--- src/rtl/round_robin_arbiter.sv ---
// ---------------------------------------------------------------------------
// round_robin_arbiter
//
// Purpose:
//   N-way round-robin arbiter with a registered one-hot grant. A rotating
//   priority pointer makes sure every requester is served in turn. When a
//   grant is released, the next winner is registered on the same clock edge,
//   so there is no idle cycle between two grants.
//
// Optional feature (macro ARB_PKT_LOCK_EN):
//   undefined : the grant is released after every accepted beat.
//   defined   : the in_last port exists. The grant stays on one requester
//               until that requester's beat is accepted with in_last = 1.
//
// Ports:
//   clk        in   1   clock; all state changes on the rising edge
//   rst        in   1   synchronous, active-high reset
//   in_valid   in   N   per-requester valid; bit k belongs to requester k
//   in_ready   out  N   out_ready steered to the granted requester only
//   in_last    in   1   last beat of the granted stream (ARB_PKT_LOCK_EN only)
//   out_valid  out  1   the granted requester has a beat for downstream
//   out_ready  in   1   downstream accepts a beat
//   gnt        out  N   registered one-hot grant, used as a mux select
//   gnt_idx    out  IW  binary index of the set gnt bit; 0 when idle
// ---------------------------------------------------------------------------
module round_robin_arbiter #(
    parameter  int N  = 4,
    localparam int IW = $clog2(N)
) (
    input  logic          clk,
    input  logic          rst,
    input  logic [N-1:0]  in_valid,
    output logic [N-1:0]  in_ready,
`ifdef ARB_PKT_LOCK_EN
    input  logic          in_last,
`endif
    output logic          out_valid,
    input  logic          out_ready,
    output logic [N-1:0]  gnt,
    output logic [IW-1:0] gnt_idx
);

    typedef enum logic {
        IDLE  = 1'b0,
        GRANT = 1'b1
    } state_t;

    state_t        state, state_nxt;
    logic [N-1:0]  gnt_nxt;
    logic [IW-1:0] idx_nxt;
    logic [IW-1:0] ptr, ptr_nxt;

    logic          accept;
    logic          rel;
    logic [IW-1:0] ptr_rel;
    logic [IW-1:0] base;
    logic          pick_found;
    logic [IW-1:0] pick_idx;

    // Return the first set bit of v, searching from base upward and
    // wrapping modulo N. Result is {found, index}.
    function automatic logic [IW:0] rr_pick(input logic [N-1:0]  v,
                                            input logic [IW-1:0] start);
        logic          found;
        logic [IW-1:0] idx;
        int            k;
        found = 1'b0;
        idx   = '0;
        for (int i = 0; i < N; i++) begin
            k = int'(start) + i;
            if (k >= N) k = k - N;
            if (!found && v[k]) begin
                found = 1'b1;
                idx   = IW'(k);
            end
        end
        return {found, idx};
    endfunction

    // These outputs depend only on the registered grant and on current
    // inputs. out_ready reaches in_ready, but never out_valid or gnt.
    assign out_valid = |(in_valid & gnt);
    assign in_ready  = gnt & {N{out_ready}};
    assign accept    = out_valid & out_ready;

`ifdef ARB_PKT_LOCK_EN
    assign rel = accept & in_last;
`else
    assign rel = accept;
`endif

    // Pointer value after a release: the slot just after the current winner.
    assign ptr_rel = (gnt_idx == IW'(N - 1)) ? '0 : gnt_idx + 1'b1;

    // On a release, search from the updated pointer. This lets the next
    // winner be registered on the release edge (zero-bubble hand-over).
    // The requester just released is checked last, so it only wins again
    // when no other requester is valid.
    assign base = (state == GRANT) ? ptr_rel : ptr;
    assign {pick_found, pick_idx} = rr_pick(in_valid, base);

    always_comb begin
        state_nxt = state;
        gnt_nxt   = gnt;
        idx_nxt   = gnt_idx;
        ptr_nxt   = ptr;
        case (state)
            IDLE: begin
                if (pick_found) begin
                    state_nxt         = GRANT;
                    gnt_nxt           = '0;
                    gnt_nxt[pick_idx] = 1'b1;
                    idx_nxt           = pick_idx;
                end
            end
            GRANT: begin
                // Hold the grant until it is released, even in cycles
                // where the granted requester drops in_valid.
                if (rel) begin
                    ptr_nxt = ptr_rel;
                    if (pick_found) begin
                        gnt_nxt           = '0;
                        gnt_nxt[pick_idx] = 1'b1;
                        idx_nxt           = pick_idx;
                    end else begin
                        state_nxt = IDLE;
                        gnt_nxt   = '0;
                        idx_nxt   = '0;
                    end
                end
            end
            default: begin
                state_nxt = IDLE;
                gnt_nxt   = '0;
                idx_nxt   = '0;
            end
        endcase
    end

    // gnt_idx is registered together with gnt, so it always matches the
    // encoded value of gnt without an encoder on the output path.
    always_ff @(posedge clk) begin
        if (rst) begin
            state   <= IDLE;
            gnt     <= '0;
            gnt_idx <= '0;
            ptr     <= '0;
        end else begin
            state   <= state_nxt;
            gnt     <= gnt_nxt;
            gnt_idx <= idx_nxt;
            ptr     <= ptr_nxt;
        end
    end

endmodule

--- config.mk ---
export PLATFORM = sky130hd
export DESIGN_NAME = round_robin_arbiter
export DESIGN_NICKNAME = d
export VERILOG_FILES = /design/src/rtl/round_robin_arbiter.sv
export SDC_FILE = /design/constraint.sdc
export NUM_CORES = 1
export LEC_CHECK = 0
export CAP_MARGIN = 20
export CORE_MARGIN = 3
export CORE_UTILIZATION = 38
export CTS_CLUSTER_SIZE = 20
export DETAILED_ROUTE_END_ITERATION = 12
export PLACE_DENSITY = 0.68
export SYNTH_ARGS = -nofsm -noshare
export SYNTH_HDL_FRONTEND = slang
export SYNTH_SLANG_ARGS = --single-unit
--- constraint.sdc ---
create_clock -name clk -period 1.6 [get_ports clk]
set_input_delay 0.32 -clock clk [delete_from_list [all_inputs] [get_ports clk]]
set_output_delay 0.32 -clock clk [all_outputs]
set_load 0.02 [all_outputs]
After elaboration in Yosys (flattened, before gate mapping)
Index checks and enable logic that the tools add are counted.
{"block": "classes", "addsub": 8, "n_lt_le_gt_ge": 10, "n_eq_ne": 3, "n_mux": 39, "n_bitwise": 4, "n_reduce_logical": 10}
{"cell": "$lt A32 B4 Y1 const B", "n": 4}
{"cell": "$mux W32", "n": 4}
{"cell": "$mux W2", "n": 9}
{"cell": "$mux W1", "n": 15}
{"cell": "$mux W4", "n": 3}
{"cell": "$sub A3 B3 Y4 const B", "n": 3}
{"cell": "$ge A3 B3 Y1 const B", "n": 3}
{"cell": "$and A4 B4 Y4", "n": 2}
{"cell": "$bmux W1 S2", "n": 4}
{"cell": "$pmux W4 S2", "n": 1}
{"cell": "$add A2 B2 Y3 const B", "n": 2}
{"cell": "$logic_and A1 B1 Y1", "n": 4}
{"cell": "$pmux W2 S2", "n": 1}
{"cell": "$reduce_and A2 Y1", "n": 2}
{"cell": "$reduce_or A4 Y1", "n": 1}
{"cell": "$sub A2 B3 Y4 const B", "n": 1}
{"cell": "$add A2 B1 Y3 const B", "n": 1}
{"cell": "$ge A2 B3 Y1 const B", "n": 1}
{"cell": "$logic_not A1 Y1", "n": 3}
{"cell": "$lt A2 B3 Y1 const B", "n": 1}
{"cell": "$add A2 B1 Y2 const B", "n": 1}
{"cell": "$demux W1 S2", "n": 1}
{"cell": "$eq A2 B2 Y1 const B", "n": 1}
{"cell": "$ge A2 B1 Y1 const B", "n": 1}
{"cell": "5 further kinds", "n": 5}
{"block": "totals", "reg_bits": 9, "output_inout_bits": 11, "elab_cells": 78}

Longest topological paths before layout
Gate-level depths: netlist of run 1.
{"block": "depth", "depth_word": 25, "ltp_mapped": 6, "depth_no_buf": 6}

Worst setup path before layout of run 1
OpenSTA, ideal clock, no wires.
{"block": "synth_path", "path_type": "register to register", "startpoint": "register gnt_idx[0]", "endpoint": "register gnt[1]", "setup_time_ns": 0.087, "t_arrival_ns": 1.776, "required_time_ns": 1.513, "slack_ns": -0.263, "path_stages_with_launch": 7, "cell_sequence": "dfxtp_1 -> ha_1 -> mux2i_1 -> nor2_1 -> o21a_1 -> a211o_1 -> o31ai_1"}
{"block": "synth_between", "elab_chain_len": 25, "word_cells_on_any_way": 56, "classes_between": "add/sub: 8; order compare: 6; eq/ne: 2; mux: 32; reduce/logical: 8"}
{"item": "start, declared", "line_no": "40", "source": "output logic [IW-1:0] gnt_idx"}
{"item": "start signal, assigned", "line_no": "151", "source": "gnt_idx <= idx_nxt;"}
{"item": "$add A2 B1 Y2 or $eq A2 B2 Y1 (tied branches)", "line_no": "93", "source": "assign ptr_rel = (gnt_idx == IW'(N - 1)) ? '0 : gnt_idx + 1'b1;"}
{"item": "$mux W2 *", "line_no": "93"}
{"item": "named net ptr_rel[1]", "line_no": "55", "source": "logic [IW-1:0] ptr_rel;"}
{"item": "$mux W2 *", "line_no": "99", "source": "assign base = (state == GRANT) ? ptr_rel : ptr;"}
{"item": "parallel branches: the longest is 22 deep, another holds $sub A3 B3 Y4"}
{"item": "end signal, assigned", "line_no": "150", "source": "gnt <= gnt_nxt;"}
{"item": "end, declared", "line_no": "39", "source": "output logic [N-1:0] gnt,"}
Mark *: on every way through the listed nets, which the timed path passes. The select of a mux whose other input is x is not followed.
A chain may end at the register's enable or synchronous reset.

Final worst setup path of run 1
Ends and elaborated chain as after synthesis.

==> run metrics, run 1 <==
Placed Cells incl. Taps=113; CTS H-tree depth=1; CTS tree=yes; Starting Density=44.4%; WS Path Type=register to register; DR pass1 iterations=4; Final WS setup=-0.102 ns; initial antenna violation count=0; Area contributors post-synth=dfxtp_1, a21oi_1, nand3b_1; number of top-level pins=18; fin util=80.6%; delay of the slowest cell on the worst path=0.35 ns; total track usage=20.5%; fin crit period=1.70 ns; RePlAce Congestion=0.779; Primary FF master, synth=dfxtp_1; port bufs=17; Critical Path End Type=register; routed via count=636; Crit Path Max Fanout=5; Initial DRC Count=8; post-synth top area cell=dfxtp_1; Root Buffer=clkbuf_4; EDFF count, synth=0; Clock Sinks=9; vias in the first global route=642; cell family with most CP delay=compound AO/OA/AOI/OAI gates; Final Skew=0.00166 ns; per-cell routed wire length=14.9 um; leak pwr=0.423 nW; final cell count without fillers=117; post-route cell area=968 um^2; die extent in x=43.5 um; max frequency=588 MHz; Max IR drop VDD=502 uV; Area Overhead vs Synth=81.7%; average size of a mapped cell=8.33 um^2; DRT antenna net count=0; first-pass GRT wire length=2.97 mm; Power Dens Cells=749 nW/um^2; Synth cell types=30; CTS Buffer Depth=2; RSZ-0062 raised after global routing=yes; warnings from Yosys=0; Startpoint Class=register; ys async rst share=0%; Max-cap violations=0; cells along the critical path=ha_4 > mux2i_4 > and3_4 > o21a_4 > a211o_1 > o31ai_2; Num CTS Buffers=3; Slew @ Worst Pin=0.291 ns; failing checks=setup timing; Tcrit/Tclk final=106%; Pwr Total=0.725 mW; Clock Latency Late Sink=0.26 ns; WHS=0.474 ns; Area after DPL=892 um^2; Post-CTS Hold Buffers=0; Hold Crit Class=register to register; WP buf/inv=0; outcome=finished with violations; Final Hold Fails=0; layout cell share with drive strength beyond 1=49.5%; largest net degree at the start of global routing=10; Final setup viols=5; GRT overflow=0; clock slew at reported path FFs=0.06 ns; Die Y=43.5 um; row cnt=12; hpwl dp=1.28 mm; commonest non-fill, non-tap cell in the layout=buf_4; worst endpoint required time=1.76 ns; DP Worst Slack=-0.446 ns; worst-path cell with the longest stage delay=dfxtp_4; mean number of vias per cell=5.44; die area=1890 um^2; #FFs+latches synth=9; Core Box Area=1200 um^2; Routed WL=1.75 mm; Antenna Cells=0; register area share after synthesis=33.8%; post-route DRC violation count=0; syn_nets=72; nets=112; leading cell types in the layout, fill and taps excluded=buf_4, clkdlybuf4s50_1, nand2_1; Mapped Cells=64; Slew Viols, Final=0; Post-Syn Area=533 um^2; post-synth top area share=33.8%; critical path arrival=1.87 ns; slew margin rel.=80.5%; Final TNS setup=-0.344 ns
## worst paths after layout
kind / start / endpoint / slack (ns) / cells past startpoint
setup reg to reg: gnt_idx[0] / gnt[1] / -0.10 / 6
setup / recovery: gnt_idx[0] / gnt[1] / -0.10 / 6
hold / removal: ptr[0] / ptr[0] / 0.47 / 2
hold reg to reg: ptr[0] / ptr[0] / 0.47 / 2
## routing by layer
metal / track usage (%) / vias up / part of all wire [%] / routed length, um
li1: - / 318 / - / -
met1: 28.1 / 297 / 47 / 815
met2: 32.4 / 17 / 48 / 840
met3: 4.56 / 4 / 3.7 / 64
met4: 5.42 / 0 / 1.5 / 27
met5: 0 / - / 0 / 0
## Yosys cell counts (2+ instances only)
cell and number:
dfxtp_1 9, and2_1 4, a22oi_1 2, a211oi_1 2, nand2_1 7, or2_2 2
nand3b_1 4, o31ai_1 4, a21oi_1 6, mux2i_1 2, nor2_1 3
## flip-flops by register name (all words and copies together) (netlist names)
signal / count
gnt: 4
gnt_idx: 2
ptr: 2
state: 1
## cell type report
| class | instances | area (um^2) |
|---|---|---|
| clock buffer | 4 | 26.3 |
| fill | 73 | 233 |
| inverter | 1 | 3.75 |
| multi-input combinational | 53 | 450 |
| sequential | 9 | 188 |
| tap | 14 | 17.5 |
| timing repair buffer | 36 | 283 |
## tightest hold or removal path: cells and delay by family (launching register included)
family	cells	cell delay [ns]
DFF	1	0.32
and+or+nand+nor	1	0.06
AOI/OAI and AO/OA	1	0.05
## repair_timing
item | in CTS | in global routing
pin swaps | 4 | 4
buffers inserted | 0 | 0
setup endpoints to repair | 14 | 12
resized for setup | 28 | 11
## report_power, final
part / internal (mW) / switching, mW / leakage (nW) / total, mW
logic: 0.148 / 0.144 / 0.333 / 0.292
clock network: 0.0960 / 0.0773 / 0.0150 / 0.173
registers: 0.242 / 0.0175 / 0.0756 / 0.260
## cells by family (layout without fill, tap and decap cells)
logic type	Yosys count	after routing	synth area share (%)
mux	2	2	3.76
compound gates	22	22	28.2
simple gates	28	28	30.5
flops	9	9	33.8
buf+inv	2	41	1.41
fa+ha+maj	1	1	2.35
Power figures use the tool's default switching activity.
==> run 2: changes to the inputs <==
PLACE_DENSITY = 0.71   (was 0.68)
==> run metrics, run 2 (synthesis gave the netlist of run 1 again) <==
outcome=finished with violations; failing checks=setup timing; worst endpoint required time=1.77 ns; vias in the first global route=572; FF-to-FF Start=gnt_idx[0]; WS Path Type=register to register; commonest non-fill, non-tap cell in the layout=buf_4; Regs by FF count=gnt: 4 flops, gnt_idx: 2 flops, ptr: 2 flops; Final WS setup=-0.0873 ns; layout cell share with drive strength beyond 1=50.0%; Max-cap violations=0; port bufs=17; Startpoint Class=register; Num CTS Buffers=3; Hold Crit Class=register to register; die extent in x=43.5 um; leading cell types in the layout, fill and taps excluded=buf_4, nand2_1, dlygate4sd2_1; per-cell routed wire length=15.2 um; leak pwr=0.438 nW; Clock Latency Late Sink=0.26 ns; Core Box Area=1200 um^2; die area=1890 um^2; Reg2Reg Setup Slack=-0.09 ns; post-route DRC violation count=0; Register-to-Register Path Depth=6; Final setup viols=6; Initial DRC Count=15; Root Buffer=clkbuf_4; Pwr Total=0.710 mW; Starting Density=44.4%; Routed WL=1.73 mm; slew margin rel.=80.4%; Power Dens Cells=743 nW/um^2; CTS tree=yes; CTS Buffer Depth=2; Antenna Cells=0; number of top-level pins=18; HP Start=ptr[0]; nets=109; DR pass1 iterations=4; Critical Path End Type=register; worst hold path depth=2; Post-CTS Hold Buffers=0; Clock Sinks=9; total track usage=17.9%; max frequency=593 MHz; Top reg by flops=gnt; Area Overhead vs Synth=79.1%; GRT overflow=0; Die Y=43.5 um; clock slew at reported path FFs=0.06 ns; Max IR drop VDD=637 uV; max reg flops=4; Crit Path Max Fanout=6; capturing point of the worst reg2reg path=gnt[1]; hpwl dp=1.21 mm; Slew @ Worst Pin=0.294 ns; Tcrit/Tclk final=105%; Final Skew=0.00284 ns; DRT antenna net count=0; largest net degree at the start of global routing=10; CTS H-tree depth=1; Final Hold Fails=0; mean number of vias per cell=5.48; WHS Endpoint=ptr[0]; routed via count=625; first-pass GRT wire length=2.53 mm; critical path arrival=1.86 ns; RePlAce Congestion=0.791; RSZ-0062 raised after global routing=yes; Slew Viols, Final=0; fin crit period=1.69 ns; WHS=0.488 ns; row cnt=12; initial antenna violation count=0
-- run 2: changes by cell type in the layout (fill, tap and decap cells not counted), sizes merged --
cell / delta
dlygate4sd2: +1
dlymetal6s2s: +3
buf: -4
clkdlybuf4s50: -4
clkbuf: +1
-- run 2: worst max-delay path: stages, from the launching register on --
cell	delay, ns
dfxtp_4	0.35
ha_4	0.28
mux2i_4	0.09
and3_4	0.17
o21a_1	0.22
a211o_1	0.31
o31ai_1	0.19
-- run 2: layer usage --
metal  part of all wire, %  global-route usage, %
met1                    45                   23.1
met2                    50                   27.7
met3                   3.3                   5.39
met4                   1.6                   7.23
met5                     0                      0
-- run 2: layout make-up --
cell class              instances  area, um^2
flip-flops and latches          9         189
fillers                        93         246
well taps                      14        17.5
inverters                       1        3.75
multi-input cells              53         452
repair buffers                 33         267
clock buffers                   4        26.3
-- run 2: repair_timing --
item / in CTS / in global routing
pin swaps: 5 / 9
gates resized for setup: 19 / 25
setup endpoints to repair: 16 / 13
setup buffers: 0 / 1
-- run 2: where the power goes --
group | internal, mW | switching, mW
registers | 0.243 | 0.0195
clock network | 0.0961 | 0.0784
logic | 0.137 | 0.136
-- run 2: worst max-delay path by stage --
| stage | start | end | slack, ns | depth (start not counted) |
|---|---|---|---|---|
| 5_1_grt | gnt_idx[1] | gnt[0] | -0.19 | 6 |
| 3_5_place_dp | in_valid[0] | gnt[3] | -0.44 | 6 |
| 2_1_floorplan | gnt_idx[0] | gnt[1] | 0.003 | 6 |
| 3_3_place_gp | in_valid[3] | gnt[3] | -0.38 | 6 |
| 4_1_cts | gnt_idx[1] | gnt[0] | -0.08 | 6 |
| 6_report | gnt_idx[0] | gnt[1] | -0.09 | 6 |
-- run 2: metrics by stage --
stage          setup TNS [ns]  util, %  worst slack [ns]  instances  area [um^2]
6_report               -0.276     79.5           -0.0873        114          955
5_1_grt                -0.740     79.5            -0.187        114          955
4_1_cts                -0.473     74.3           -0.0793        113          892
3_5_place_dp            -4.53     71.8            -0.437        109          862
3_3_place_gp            -4.10     71.8            -0.381        109          862
2_1_floorplan               0        -           0.00261         64          566
==> run 3: changes to the inputs <==
SLEW_MARGIN = 5   (was default)
==> results of run 3 <==
No change in the layout: final DEF, timing and power equal those of run 2.
